$ cat src/rtl/mem_access_stage.sv
// MEM stage: data-bus handshake, byte-lane alignment and load extension.
// Optional MISALIGN_CHECK_EN: drop misaligned accesses and flag them.
package mem_pkg;

    typedef struct packed {
        logic       reg_write;
        logic       mem_read;
        logic       mem_write;
        logic [1:0] msize;
        logic       mem_unsigned;
    } ctl_t;

    typedef struct packed {
        logic [63:0] pc;
        ctl_t        ctl;
        logic [4:0]  dst;
        logic        is_bubble;
        logic [11:0] csr_addr;
        logic        csr_we;
        logic [63:0] result;
        logic [63:0] wdata;
    } execute_data_t;

    typedef struct packed {
        logic [63:0] pc;
        ctl_t        ctl;
        logic [4:0]  dst;
        logic        is_bubble;
        logic [11:0] csr_addr;
        logic        csr_we;
        logic [63:0] result;
    } memory_data_t;

endpackage

module mem_access_stage
    import mem_pkg::*;
#(
    parameter int ADDR_W = 64,
    parameter int DATA_W = 64
) (
    input  logic              clk,
    input  logic              reset,
    input  execute_data_t     dataE_in,
    input  logic              stall_ext,
    output logic              dreq_valid,
    output logic [ADDR_W-1:0] dreq_addr,
    output logic [2:0]        dreq_size,
    output logic [7:0]        dreq_strobe,
    output logic [DATA_W-1:0] dreq_data,
    input  logic              dresp_ok,
    input  logic [DATA_W-1:0] dresp_data,
    output memory_data_t      dataM_out,
    output logic              Dwait,
    output logic              misalign
);

    typedef enum logic [1:0] {IDLE, REQ, HOLD} state_t;

    state_t            state;
    logic [ADDR_W-1:0] reqAddr;
    logic [2:0]        reqSize;
    logic [7:0]        reqStrobe;
    logic [DATA_W-1:0] reqData;
    logic [DATA_W-1:0] rdataQ;

    logic              memOp;
    logic              misDet;
    logic              issue;
    logic              respNow;
    logic [2:0]        laneOff;
    logic [7:0]        sizeMask;
    logic [7:0]        strobeNext;
    logic [DATA_W-1:0] dataNext;
    logic [DATA_W-1:0] loadRaw;
    logic [DATA_W-1:0] loadShift;
    logic [63:0]       loadVal;
`ifdef MISALIGN_CHECK_EN
    logic [2:0]        alignMask;
`endif

    // Decode the access: lane offset, byte mask, strobe, shifted store data.
    always_comb begin
        memOp   = !dataE_in.is_bubble &&
                  (dataE_in.ctl.mem_read || dataE_in.ctl.mem_write);
        laneOff = dataE_in.result[2:0];
        unique case (dataE_in.ctl.msize)
            2'd0: sizeMask = 8'h01;
            2'd1: sizeMask = 8'h03;
            2'd2: sizeMask = 8'h0F;
            2'd3: sizeMask = 8'hFF;
        endcase
`ifdef MISALIGN_CHECK_EN
        unique case (dataE_in.ctl.msize)
            2'd0: alignMask = 3'd0;
            2'd1: alignMask = 3'd1;
            2'd2: alignMask = 3'd3;
            2'd3: alignMask = 3'd7;
        endcase
        misDet = memOp && ((laneOff & alignMask) != 3'd0);
`else
        misDet = 1'b0;
`endif
        issue   = memOp && !misDet;
        respNow = (state == REQ) && dresp_ok;
        strobeNext = '0;
        dataNext   = '0;
        if (dataE_in.ctl.mem_write) begin
            strobeNext = sizeMask << laneOff;
            dataNext   = dataE_in.wdata << {laneOff, 3'b000};
        end
    end

    // Pick the live or held response, shift to lane 0 and extend.
    always_comb begin
        loadRaw   = (state == HOLD) ? rdataQ : dresp_data;
        loadShift = loadRaw >> {laneOff, 3'b000};
        unique case (dataE_in.ctl.msize)
            2'd0: loadVal = dataE_in.ctl.mem_unsigned ?
                            {56'd0, loadShift[7:0]} :
                            {{56{loadShift[7]}}, loadShift[7:0]};
            2'd1: loadVal = dataE_in.ctl.mem_unsigned ?
                            {48'd0, loadShift[15:0]} :
                            {{48{loadShift[15]}}, loadShift[15:0]};
            2'd2: loadVal = dataE_in.ctl.mem_unsigned ?
                            {32'd0, loadShift[31:0]} :
                            {{32{loadShift[31]}}, loadShift[31:0]};
            2'd3: loadVal = loadShift[63:0];
        endcase
    end

    // Request FSM; request fields are captured at issue and held in REQ.
    always_ff @(posedge clk) begin
        if (reset) begin
            state     <= IDLE;
            rdataQ    <= '0;
            reqAddr   <= '0;
            reqSize   <= '0;
            reqStrobe <= '0;
            reqData   <= '0;
        end else begin
            unique case (state)
                IDLE: begin
                    if (issue) begin
                        state     <= REQ;
                        reqAddr   <= dataE_in.result[ADDR_W-1:0];
                        reqSize   <= {1'b0, dataE_in.ctl.msize};
                        reqStrobe <= strobeNext;
                        reqData   <= dataNext;
                    end
                end
                REQ: begin
                    if (dresp_ok) begin
                        rdataQ <= dresp_data;
                        state  <= stall_ext ? HOLD : IDLE;
                    end
                end
                HOLD: begin
                    if (!stall_ext) state <= IDLE;
                end
                default: state <= IDLE;
            endcase
        end
    end

    // Drive bus, stall and MEM/WB outputs; reset forces a clean bubble.
    always_comb begin
        dataM_out.pc        = dataE_in.pc;
        dataM_out.ctl       = dataE_in.ctl;
        dataM_out.dst       = dataE_in.dst;
        dataM_out.is_bubble = dataE_in.is_bubble;
        dataM_out.csr_addr  = dataE_in.csr_addr;
        dataM_out.csr_we    = dataE_in.csr_we;
        dataM_out.result    = dataE_in.result;
        if (memOp && dataE_in.ctl.mem_read) dataM_out.result = loadVal;
        if (misDet) begin
            dataM_out.is_bubble     = 1'b1;
            dataM_out.ctl.reg_write = 1'b0;
        end
        dreq_valid  = (state == REQ);
        dreq_addr   = reqAddr;
        dreq_size   = reqSize;
        dreq_strobe = reqStrobe;
        dreq_data   = reqData;
        Dwait       = issue && !respNow && (state != HOLD);
        misalign    = misDet;
        if (reset) begin
            dataM_out           = '0;
            dataM_out.is_bubble = 1'b1;
            dataM_out.pc        = 64'h8000_0000;
            dreq_valid          = 1'b0;
            dreq_addr           = '0;
            dreq_size           = '0;
            dreq_strobe         = '0;
            dreq_data           = '0;
            Dwait               = 1'b0;
            misalign            = 1'b0;
        end
    end

endmodule

$ cat config.mk
export PLATFORM = sky130hd
export DESIGN_NAME = mem_access_stage
export DESIGN_NICKNAME = d
export VERILOG_FILES = /design/src/rtl/mem_access_stage.sv
export SDC_FILE = /design/constraint.sdc
export NUM_CORES = 1
export LEC_CHECK = 0
export BUFFER_PORTS_ARGS = -buffer_cell sky130_fd_sc_hd__buf_2
export CORE_AREA = 2 2 225 227
export CTS_BUF_LIST = sky130_fd_sc_hd__clkbuf_16
export DETAILED_ROUTE_END_ITERATION = 8
export DIE_AREA = 0 0 227 229
export GPL_TIMING_DRIVEN = 0
export SYNTH_ARGS = -nofsm -noshare
export SYNTH_HDL_FRONTEND = slang
export SYNTH_SLANG_ARGS = --single-unit
$ cat constraint.sdc
create_clock -name clk -period 2.5 [get_ports clk]
set_input_delay 0.125 -clock clk [delete_from_list [all_inputs] [get_ports clk]]
set_output_delay 0.125 -clock clk [all_outputs]
set_load 0.005 [all_outputs]
==> results of run 1 <==
[cells by family (layout without fill, tap and decap cells)]
| kind of cell | count (synthesis) | in the layout | share of synthesized area (%) |
|---|---|---|---|
| and+or+nand+nor | 764 | 764 | 27.3 |
| other | 1 | 7 | 0.0280 |
| AOI/OAI and AO/OA | 410 | 410 | 21.6 |
| muxes | 154 | 154 | 15.2 |
| DFF | 204 | 204 | 30.5 |
| buffers and inverters | 164 | 971 | 5.30 |
[state kept, by name (all words and copies together) (netlist names)]
register / flops
reqData: 64
state: 2
reqAddr: 64
reqSize: 2
rdataQ: 64
reqStrobe: 8
[routing by layer]
layer / global-route usage (%) / wire [µm] / up-vias / share of wire, %
met5: 0 / 43 / - / 0.051
met4: 16.0 / 5040 / 8 / 6.0
met3: 4.31 / 6570 / 230 / 7.9
met2: 50.0 / 38700 / 1010 / 46
met1: 38.6 / 33300 / 8347 / 40
li1: - / - / 7548 / -
[repair_timing]
item | CTS | global route
hold endpoints to repair | 149 | 0
pin swaps | 47 | 29
setup endpoints to repair | 133 | 102
resized for setup | 240 | 62
cloned | 6 | 1
buffers inserted | 30 | 17
hold buffers | 142 | 0
[tightest hold or removal path: cells and delay by family]
family	cells	cell delay, ns
compound gates	2	0.17
buf+inv	1	0.11
mux	1	0.16
[path summary, 6_finish.rpt]
| path | end | slack (ns) | depth (start not counted) |
|---|---|---|---|
| setup / recovery | dataM_out[25] | -0.66 | 11 |
| hold / removal | reqData[47] | 0.05 | 4 |
| setup reg to reg | reqStrobe[6] | 0.18 | 6 |
| hold reg to reg | reqAddr[38] | 0.45 | 2 |
[per-stage QoR]
stage	setup TNS [ns]	power (mW)	hold slack (ns)	cells	util (%)
finish	-36.15	10.0	0.0496	3182	42.7
global route	-38.94	10.3	0.0755	3181	42.7
CTS	-36.81	9.89	0.0106	3164	41.9
detailed placement	-121.80	5.91	0.355	2943	34.4
global placement	-112.99	5.89	0.353	2943	34.4
floorplan	0	4.71	0.251	1698	-
[power breakdown]
part	switching [mW]	leakage [nW]	internal, mW
registers	0.0731	1.66	3.39
logic	1.76	7.05	1.25
clock network	1.58	0.380	1.94
total	3.42	9.09	6.58
[placed cells by master, fill, tap and decap left out, drive strengths merged, types with 37 or more instances in the layout]
cell type | Yosys | layout
nor2b | 226 | 226
dfxtp | 204 | 204
nand2 | 370 | 370
a21oi | 161 | 161
clkbuf | 113 | 138
nor2 | 88 | 88
mux2i | 102 | 102
dlygate4sd3 | 0 | 142
buf | 45 | 665
o2bb2ai | 51 | 51
mux4 | 37 | 37
[layout make-up]
cell class	count	area, µm²
Multi-Input combinational cell	1330	9820
Sequential cell	204	4090
Timing Repair Buffer	764	4800
Buffer	156	843
Clock buffer	25	626
Clock inverter	20	150
Antenna cell	5	12.5
Fill cell	5043	28400
Tap cell	672	841
Inverter	6	22.5
==> flow_summary.toml, run 1 <==
[die]
pin_count = 580
core_area_um2 = 49700
dieHeight_um = 229
start_util_pct = 26.9
die_x_um = 227
dieArea_um2 = 52000
rows = 82

[cts]
root_buffer = "clkbuf_16"
clk_latency_ns = 0.55
cts_max_level = 1
cts_max_path_buffers = 3
cts_made_buffers = 25
cts_tree = "yes"
clock-sinks = 204
clk_pin_slew_ns = 0.06

[status]
outcome = "finished, violations left"
violations = "negative setup slack"

[critical_path]
slowest_stage = "mux4_2"
crit_path_max_fanout = 6
setup.worst_path.class = "flip-flop to output port"
worstSetupEndpointType = "output port"
reg2reg_from = "state[1]"
crit_path_max_incr_delay_ns = 0.53
cp.required_ns = 2.38
start_kind = "flip-flop"
cpMostUsedCell = "buf_12"
worstPathArrival_ns = 3.03
path_buf_inv = 5
path_cells = "nand2b_4 > buf_8 > buf_12 > buf_12 > buf_4 > mux2i_2 > mux4_2 > o22ai_2 > a21oi_1 > nor3_2 > buf_2"
cpLargestDelayFamily = "multiplexers"
cp-startpoint = "state[0]"

[detailed_routing]
drtIter0Drc = 1462
viasPerCell = 5.39
wl_um = 83600
num_vias = 17100
dr.pass1.iters = 5
drcViolationCount = 0
ant_nets = 0
wl_per_cell_um = 26.3

[synthesis]
netlist_area_um2 = 13400
async_flop_share_pct = 0
synth_ff_type = "dfxtp_1"
synthMostInstantiatedCell = "nand2_1"
netlist_instances = 1697
ys_warn_count = 0
yosysTopAreaCellShare_pct = 30.5
avgSynthCellArea_um2 = 7.88
synth_area_leaders = "dfxtp_1 31%, nor2b_1 11%, nand2_1 10%, mux2i_1 7.6%, a21oi_1 6.0%"
ys_top_cells_by_count = "370 x nand2_1, 226 x nor2b_1, 204 x dfxtp_1, 161 x a21oi_1, 113 x clkbuf_1"
synth_seq_cells = 204
seq_area_frac_synth_pct = 30.5
synth_top_area_cell = "dfxtp_1"
synth_cell_types = 58
synth_edf_count = 0

[global_route]
first_global_vias = 16600
antenna_found_initial = 9
grt_start_max_net_pins = 14
grt_pass1_wl_um = 115000
grt.total_usage_pct = 30.5
grt_overflow = 0

[placement]
io_buffers = 573
dp_hpwl_um = 66400
gp_congestion = 0.992
placed_area_um2 = 17100
pre_cts_slack_ns = -0.954

[sta]
clock_skew_ns = 0.0133
setup_ws_ns = -0.658
setup-violations-final = 67
hold_violations = 0
rsz0062_at_grt = "yes"
drv_slew = 0
fmax_ghz = 0.317
min_period_ns = 3.16
max_slew_margin_pct = 22.0
fin_crit_sh_pct = 126
worst_pin_slew_ns = 1.17

[final_layout]
area_growth_pct = 58.6
fin_nets = 2772
finalInstanceArea_um2 = 21200
drive_above_1_share_pct = 37.6

[power]
ir_worst_vdd_uv = 368
p_leak_nw = 9.09
power_density_nw_per_um2 = 472

[worst_hold_path]
hp-start = "dataE_in[23]"
min_path_type = "input port to flip-flop"

[job]
maxCapViolations = 0
Note: power is estimated with default switching activity, not from simulation.
==> run 2: changes to the inputs <==
- CORE_AREA: 2 2 225 227 -> 5 5 222 224
==> run 2 against run 1 <==
The run still ends with negative setup slack left. Sequential share of layout area decreased by 0.25 points. Critical endpoint is now dataM_out[63]. Sequential power hardly changed. Clock power up 7.1%. Largest cell class unchanged. First-iteration DRC count up 16%. Critical path type unchanged. Critical path depth is 2 lower. Register-to-register slack got worse by 0.02 ns.
==> flow_summary.toml, run 2 (synthesis results as in run 1) <==
[status]
outcome = "finished, violations left"
violations = "negative setup slack"

[critical_path]
reg2reg_from = "state[1]"
cp.required_ns = 2.38
reg2reg_depth = 5
start_kind = "flip-flop"
ff2ff_setup_slack_ns = 0.16
cp-startpoint = "state[0]"
setup.worst_path.class = "flip-flop to output port"
worstSetupEndpointType = "output port"
crit_path_max_fanout = 10
worstPathArrival_ns = 2.95
r2r-end = "reqData[35]"

[sta]
fmax_ghz = 0.325
worst_pin_slew_ns = 1.07
fin_tns_setup_ns = -31.54
rsz0062_at_grt = "yes"
drv_slew = 0
fin_crit_sh_pct = 123
setup-violations-final = 64
clock_skew_ns = 0.0239
max_slew_margin_pct = 28.4
min_period_ns = 3.07
setup_ws_ns = -0.574
hold_violations = 0

[detailed_routing]
drtIter0Drc = 1702
ant_nets = 0
drcViolationCount = 0
wl_per_cell_um = 27.4
wl_um = 85800
viasPerCell = 5.40
dr.pass1.iters = 5
num_vias = 16900

[die]
die_x_um = 227
pin_count = 580
core_area_um2 = 47100
rows = 80
dieArea_um2 = 52000
dieHeight_um = 229
start_util_pct = 28.4

[worst_hold_path]
hold_path_depth = 5
min_path_type = "input port to flip-flop"
hp-start = "dataE_in[16]"
whs_endpoint = "reqData[16]"

[placement]
gp_congestion = 0.986
dp_hpwl_um = 68000
placed_area_um2 = 17000
io_buffers = 573

[cts]
cts_tree = "yes"
clk_pin_slew_ns = 0.06
clock-sinks = 204
cts_made_buffers = 26
cts_max_path_buffers = 3
cts_max_level = 1
clk_latency_ns = 0.55
root_buffer = "clkbuf_16"

[final_layout]
final_common_cell = "buf_2"
fin_nets = 2777
drive_above_1_share_pct = 38.5
area_growth_pct = 60.7
layout_common_cells = "576 x buf_2, 362 x nand2_1, 226 x nor2b_1"
finalInstanceArea_um2 = 21500
reg.largest.list = "rdataQ (64), reqAddr (64), reqData (64)"

[global_route]
grt_pass1_wl_um = 119000
grt_overflow = 0
first_global_vias = 16800
grt_start_max_net_pins = 13
grt.total_usage_pct = 30.8
antenna_found_initial = 15

[power]
ir_worst_vdd_uv = 419
p_leak_nw = 9.23
power_density_nw_per_um2 = 480

[job]
maxCapViolations = 0
run 2: cell types whose count changed in the layout (fill, tap and decap cells not counted), moves of 4 or more:
cell	previous run	this run
a22oi_1	15	8
clkbuf_16	26	30
diode_2	5	10
buf_8	7	1
a22oi_2	8	15
nor2_1	73	63
buf_6	15	25
nor2_4	7	12
nor2_2	8	13
run 2: worst max-delay path by stage:
stage / to / slack, ns / depth (start not counted)
2_1_floorplan: dataM_out[37] / 0.18 / 8
3_3_place_gp: dataM_out[16] / -1.01 / 11
3_5_place_dp: dataM_out[16] / -1.0 / 11
4_1_cts: dataM_out[40] / -0.65 / 11
5_1_grt: dataM_out[40] / -0.65 / 10
6_report: dataM_out[63] / -0.57 / 9
run 2: cell type report:
class,instances,area [µm²]
fillers,4695,25700
multi-input cells,1330,9970
repair buffers,768,4910
flip-flops and latches,204,4090
plain buffers,156,856
well taps,615,769
clock buffers,27,676
clock inverters,21,165
diodes,10,25.0
inverters,6,22.5
run 2: metrics by stage:
step	hold slack, ns	util, %	total power [mW]	std cells	setup WS (ns)
after floorplan	0.251	-	4.71	1698	0.178
after global placement	0.351	36.1	5.91	2886	-1.01
after CTS	0.00483	44.6	10.2	3117	-0.652
final	0.0563	45.6	10.3	3137	-0.574
after global routing	0.0522	45.6	10.6	3136	-0.653
after detailed placement	0.352	36.1	5.92	2887	-0.995
run 2: worst max-delay path, stage by stage, from the launching register on:
cell	delay, ns
dfxtp_4	0.34
nand2b_4	0.18
buf_6	0.13
mux4_2	0.37
o211a_4	0.23
nor4_4	0.05
or3_4	0.45
buf_4	0.22
a211oi_1	0.26
buf_2	0.18
run 2: timing repair:
| action | in CTS | in global routing |
|---|---|---|
| setup endpoints to repair | 98 | 93 |
| endpoints found under the hold margin | 147 | 0 |
| hold buffers | 142 | 0 |
| setup buffers | 36 | 12 |
| gates resized for setup | 263 | 79 |
| gates cloned | 4 | 3 |
| pin swaps | 49 | 31 |
run 2: power breakdown:
group | switching (mW) | internal, mW | leakage [nW]
Combinational | 1.79 | 1.29 | 7.15
Clock | 1.61 | 2.17 | 0.424
Sequential | 0.0702 | 3.39 | 1.66
run 2: per-layer routing:
metal / up-vias / part of all wire, % / routed length, µm / GRT usage (%)
met2: 941 / 48 / 40900 / 51.8
met4: 10 / 5.0 / 4260 / 13.3
met5: - / 0.083 / 71 / 0
met1: 8218 / 39 / 33600 / 39.3
met3: 192 / 8.1 / 6980 / 4.38
li1: 7568 / - / - / -
